`src/rtl/mprj_ctrl_pkg.sv`:
```
// Shared definitions for the mprj_ctrl IO configuration logic: chain defaults
// and the serial loader state encoding.
package mprj_ctrl_pkg;

  localparam int MPRJ_NUM_IO   = 38;
  localparam int MPRJ_CFG_BITS = 13;

  typedef enum logic [2:0] {
    ST_IDLE  = 3'd0,
    ST_FETCH = 3'd1,
    ST_SHIFT = 3'd2,
    ST_LOAD  = 3'd3,
    ST_DONE  = 3'd4
  } mprj_state_e;

endpackage

```
`src/rtl/mprj_serial_clkgen.sv`:
```
// Half-period timer for the pad-chain shift clock: flags the cycle before the
// shift clock should rise and the cycle before it should fall.
module mprj_serial_clkgen #(
  parameter int CLK_DIV = 2
) (
  input  logic clock,
  input  logic resetn,
  input  logic en,
  output logic rise,
  output logic fall
);

  localparam int CNT_W = (CLK_DIV > 1) ? $clog2(CLK_DIV) : 1;

  logic [CNT_W-1:0] cnt;
  logic             phase;
  logic             last;

  assign last = (cnt == CNT_W'(CLK_DIV - 1));
  assign rise = en && !phase && last;
  assign fall = en &&  phase && last;

  // Idle holds the timer at the start of a low phase so every bit begins low.
  always_ff @(posedge clock or negedge resetn) begin
    if (!resetn) begin
      cnt   <= '0;
      phase <= 1'b0;
    end else if (!en) begin
      cnt   <= '0;
      phase <= 1'b0;
    end else if (last) begin
      cnt   <= '0;
      phase <= ~phase;
    end else begin
      cnt   <= cnt + CNT_W'(1);
    end
  end

endmodule

```
`src/rtl/mprj_io_serial_loader.sv`:
```
// Serialises per-pad configuration words into the user-project IO chain,
// highest pad first and MSB first, then strobes serial_load to latch them.
module mprj_io_serial_loader
  import mprj_ctrl_pkg::*;
#(
  parameter int NUM_IO   = MPRJ_NUM_IO,
  parameter int CFG_BITS = MPRJ_CFG_BITS,
  parameter int CLK_DIV  = 2,
  parameter int IDX_W    = 6
) (
  input  logic                clock,
  input  logic                resetn,
  input  logic                start,
  output logic [IDX_W-1:0]    cfg_idx,
  input  logic [CFG_BITS-1:0] cfg_data,
  output logic                busy,
  output logic                done,
  output logic                serial_clock,
  output logic                serial_data,
  output logic                serial_load
);

  localparam int BIT_W = (CFG_BITS > 1) ? $clog2(CFG_BITS) : 1;
  localparam int LD_W  = (CLK_DIV > 1) ? $clog2(CLK_DIV) : 1;
  localparam logic [IDX_W-1:0] IDX_LAST = IDX_W'(NUM_IO - 1);

  mprj_state_e         state;
  logic [CFG_BITS-1:0] shreg;
  logic [BIT_W-1:0]    bit_cnt;
  logic [LD_W-1:0]     ld_cnt;
  logic                shift_en;
  logic                sclk_rise;
  logic                sclk_fall;

  assign shift_en = (state == ST_SHIFT);

  mprj_serial_clkgen #(
    .CLK_DIV (CLK_DIV)
  ) u_clkgen (
    .clock  (clock),
    .resetn (resetn),
    .en     (shift_en),
    .rise   (sclk_rise),
    .fall   (sclk_fall)
  );

  always_ff @(posedge clock or negedge resetn) begin
    if (!resetn) begin
      state   <= ST_IDLE;
      cfg_idx <= IDX_LAST;
      bit_cnt <= '0;
      ld_cnt  <= '0;
    end else begin
      case (state)
        ST_IDLE: begin
          if (start) begin
            state   <= ST_FETCH;
            cfg_idx <= IDX_LAST;
          end
        end
        ST_FETCH: begin
          bit_cnt <= BIT_W'(CFG_BITS - 1);
          state   <= ST_SHIFT;
        end
        ST_SHIFT: begin
          // Word boundaries are taken on the falling edge of the last bit.
          if (sclk_fall) begin
            if (bit_cnt != '0) begin
              bit_cnt <= bit_cnt - BIT_W'(1);
            end else if (cfg_idx != '0) begin
              cfg_idx <= cfg_idx - IDX_W'(1);
              state   <= ST_FETCH;
            end else begin
              ld_cnt  <= '0;
              state   <= ST_LOAD;
            end
          end
        end
        ST_LOAD: begin
          if (ld_cnt == LD_W'(CLK_DIV - 1)) begin
            cfg_idx <= IDX_LAST;
            state   <= ST_DONE;
          end else begin
            ld_cnt  <= ld_cnt + LD_W'(1);
          end
        end
        ST_DONE:  state <= ST_IDLE;
        default:  state <= ST_IDLE;
      endcase
    end
  end

  // Shift data needs no reset: serial_data is gated by the SHIFT state.
  always_ff @(posedge clock) begin
    if (state == ST_FETCH) begin
      shreg <= cfg_data;
    end else if (shift_en && sclk_fall) begin
      shreg <= shreg << 1;
    end
  end

  always_ff @(posedge clock or negedge resetn) begin
    if (!resetn) begin
      serial_clock <= 1'b0;
    end else if (sclk_fall || !shift_en) begin
      serial_clock <= 1'b0;
    end else if (sclk_rise) begin
      serial_clock <= 1'b1;
    end
  end

  assign busy        = (state == ST_FETCH) || (state == ST_SHIFT) || (state == ST_LOAD);
  assign done        = (state == ST_DONE);
  assign serial_load = (state == ST_LOAD);
  assign serial_data = shift_en && shreg[CFG_BITS-1];

endmodule

```
`config.mk`:
```
export PLATFORM = sky130hd
export DESIGN_NAME = mprj_io_serial_loader
export DESIGN_NICKNAME = d
export VERILOG_FILES = /design/src/rtl/mprj_ctrl_pkg.sv /design/src/rtl/mprj_serial_clkgen.sv /design/src/rtl/mprj_io_serial_loader.sv
export SDC_FILE = /design/constraint.sdc
export NUM_CORES = 1
export LEC_CHECK = 0
export BUFFER_PORTS_ARGS = -buffer_cell sky130_fd_sc_hd__buf_2
export CAP_MARGIN = 30
export CORE_ASPECT_RATIO = 1.25
export CORE_MARGIN = 2
export CORE_UTILIZATION = 40
export CTS_CLUSTER_DIAMETER = 100
export CTS_CLUSTER_SIZE = 14
export DETAILED_ROUTE_END_ITERATION = 6
export PLACE_DENSITY_LB_ADDON = 0.08
export SLEW_MARGIN = 20
export SYNTH_ARGS = -nofsm -noshare
export SYNTH_HDL_FRONTEND = slang
export SYNTH_SLANG_ARGS = --single-unit
```
`constraint.sdc`:
```
create_clock -name clock -period 2.65 [get_ports clock]
set_input_delay 0.265 -clock clock [delete_from_list [all_inputs] [get_ports clock]]
set_output_delay 0.265 -clock clock [all_outputs]
set_load 0.005 [all_outputs]
```
==> impl_metrics.csv <==
group,metric,value,unit
run_status,status,"complete, no violations",
finish,mostFrequentLayoutCells,"nand2_1 (45), buf_2 (26), dfrtp_1 (14)",
global_route,grt_overflow,0,
setup_path,criticalPathCategory,"register to register",
timing,worst_slew_pin_slew,0.584,ns
global_route,grt_max_degree,18,
setup_path,end_kind,"register",
timing,rsz0062_at_grt,"no",
logic_synthesis,synth.cell_area,0.00154,sq mm
timing,relSlewSlack,0.608,
setup_path,worst-path-buf-inv,1,
logic_synthesis,ys_seq_area_frac,0.531,
timing,min_period_over_period,0.752,
floorplan,core_area,0.00375,sq mm
floorplan,initial_core_util,0.411,
placed_design,dp_hpwl,2.18,mm
setup_path,slowest_stage,"a211oi_1",
floorplan,die_area,0.00437,sq mm
drt,routed_wl,3.03,mm
clock_network,cts_tree,"built",
clock_network,cts_root_buf,"clkbuf_8",
timing,hold_viol,0,
finish,layout.nets,206,
timing,finalMaxSlewViolations,0,
setup_path,cp_max_fo,4,
drt,first_iter_violations,64,
power,powerDensity,894,mW/mm^2
drt,first_pass_iters,4,
floorplan,die_h,73.4,um
setup_path,start_kind,"register",
clock_network,cts_buffers,5,
finish,final_common_cell,"nand2_1",
floorplan,dieWidth,59.5,um
global_route,grt_usage,0.157,
finish,syn_to_final_growth,15.3,%
logic_synthesis,syn-num-nets,177,
setup_path,cp_top_family,"compound AO/OA/AOI/OAI gates",
timing,finClkSkew,0.00510,ns
clock_network,clk_pin_slew_worst_paths,0.06,ns
placed_design,gp_congestion,0.787,
logic_synthesis,synth-async-reset-ratio,0.567,
drt,post_drt_wl_per_cell,13.3,um
logic_synthesis,synth.distinct_cells,40,
finish,finalNonFillerCells,228,
global_route,grt_antenna_before_repair,0,
timing,fin_setup_tns,0,ns
setup_path,slowest_delay,0.49,ns
job,max-cap-violations,0,
clock_network,clock-sinks,30,
clock_network,ctsHtreeMaxLevel,2,
logic_synthesis,synth_edf_count,13,
setup_path,rrSetupSlack,0.66,ns
clock_network,cts_setup_buffers,0,
placed_design,numPortBuffers,26,
logic_synthesis,ys_ff_latch,30,
setup_path,worstPathArrival,2.16,ns
worst_hold_path,holdCritPathClass,"input port to register",
placed_design,numPlacedInstances,219,
floorplan,placement_rows,25,
timing,fmax,0.502,GHz
drt,ant_nets,0,
drt,drc,0,
global_route,grt_pass1_vias,1213,
timing,finalSetupViolCount,0,
clock_network,cts_max_path_buffers,2,
clock_network,cts.repair.resized,0,
logic_synthesis,synthFlopType,"dfrtp_1",
logic_synthesis,syn_inst,158,
finish,num_antenna_cells,0,
setup_path,critPathRequiredTime,2.82,ns
power,ir_drop,549,uV
drt,vias,1180,
logic_synthesis,synth_area_per_cell,9.76,sq um
clock_network,insertion_delay,0.27,ns
timing,fin_crit,1.99,ns
floorplan,boundaryPins,27,
drt,vias_per_cell,5.18,
setup_path,path_cells,"inv_1 -> ha_1 -> or3b_2 -> a211oi_1 -> o21bai_1 -> o2bb2ai_1",
global_route,grt_pass1_wl,5.24,mm
power,p_leak,0.772,nW
logic_synthesis,yosysWarnings,0,
finish,drive_above_1_share,0.213,
[final timing paths]
check                             from         end  cells after the start
max reg2reg                 bit_cnt[0]  cfg_idx[1]                      6
min reg2reg                 bit_cnt[0]  bit_cnt[0]                      1
max                         bit_cnt[0]  cfg_idx[1]                      6
min in group asynchronous       resetn    state[0]                      2
min                        cfg_data[3]    shreg[3]                      3
max in group asynchronous       resetn  cfg_idx[2]                      2
[metal layers]
layer / vias to the layer above / share of wire / global-route usage
li1: 607 / - / -
met1: 548 / 0.45 / 0.189
met2: 23 / 0.51 / 0.265
met3: 2 / 0.036 / 0.0475
met4: 0 / 0.0059 / 0.0543
met5: - / 0 / 0
[stage by stage]
stage	hold WS (ns)	cell area (sq um)	utilization	setup slack, ns	power [mW]
floorplan	-0.0306	1540	-	0.257	1.15
global placement	0.204	1690	0.450	0.668	1.26
detailed placement	0.219	1690	0.450	0.664	1.28
CTS	0.238	1780	0.474	0.621	1.63
global route	0.256	1780	0.474	0.482	1.73
finish	0.246	1780	0.474	0.658	1.59
[where the power goes]
part,switching [mW],leakage [nW],total (mW),internal [mW]
clock network,0.162,0.0407,0.337,0.175
registers,0.0892,0.329,0.746,0.657
logic,0.309,0.403,0.508,0.199
total,0.560,0.772,1.59,1.03
[cell type report]
cell class | instances | area (sq um)
multi-input combinational | 115 | 652
fill | 359 | 1970
clock buffer | 5 | 68.8
tap | 40 | 50.0
clock inverter | 3 | 11.3
sequential | 30 | 820
inverter | 6 | 22.5
timing repair buffer | 29 | 155
[state kept, by name (all words and copies together), names as in the netlist]
name	cells
cfg_idx	6
bit_cnt	4
u_clkgen.cnt	1
u_clkgen.phase	1
shreg	13
serial_clock	1
ld_cnt	1
state	3
[worst min-delay path: stages]
cell     delay, ns
buf_2         0.07
nand2_1       0.04
nand2_1       0.04
[cells in the mapped netlist, types with 4 or more instances]
cell type,number,area [sq um]
nand2_1,45,169
dfrtp_1,14,350
edfxtp_1,13,390
nor2_1,7,26.3
a21oi_1,6,30.0
inv_1,6,22.5
and2_1,5,31.3
o21ai_0,5,25.0
nand4_1,4,25.0
nor3_1,4,20.0
[logic make-up after synthesis]
kind of cell	synth area share
simple gates	0.285
mux	0.0195
compound gates	0.0941
buf+inv	0.0462
flops	0.531
fa+ha+maj	0.0243
[what timing repair did]
| action | CTS | global route |
|---|---|---|
| hold endpoints to repair | 14 | 0 |
| setup endpoints to repair | 0 | 0 |
| hold buffers | 1 | 0 |
Note: power is estimated with default switching activity, not from simulation.
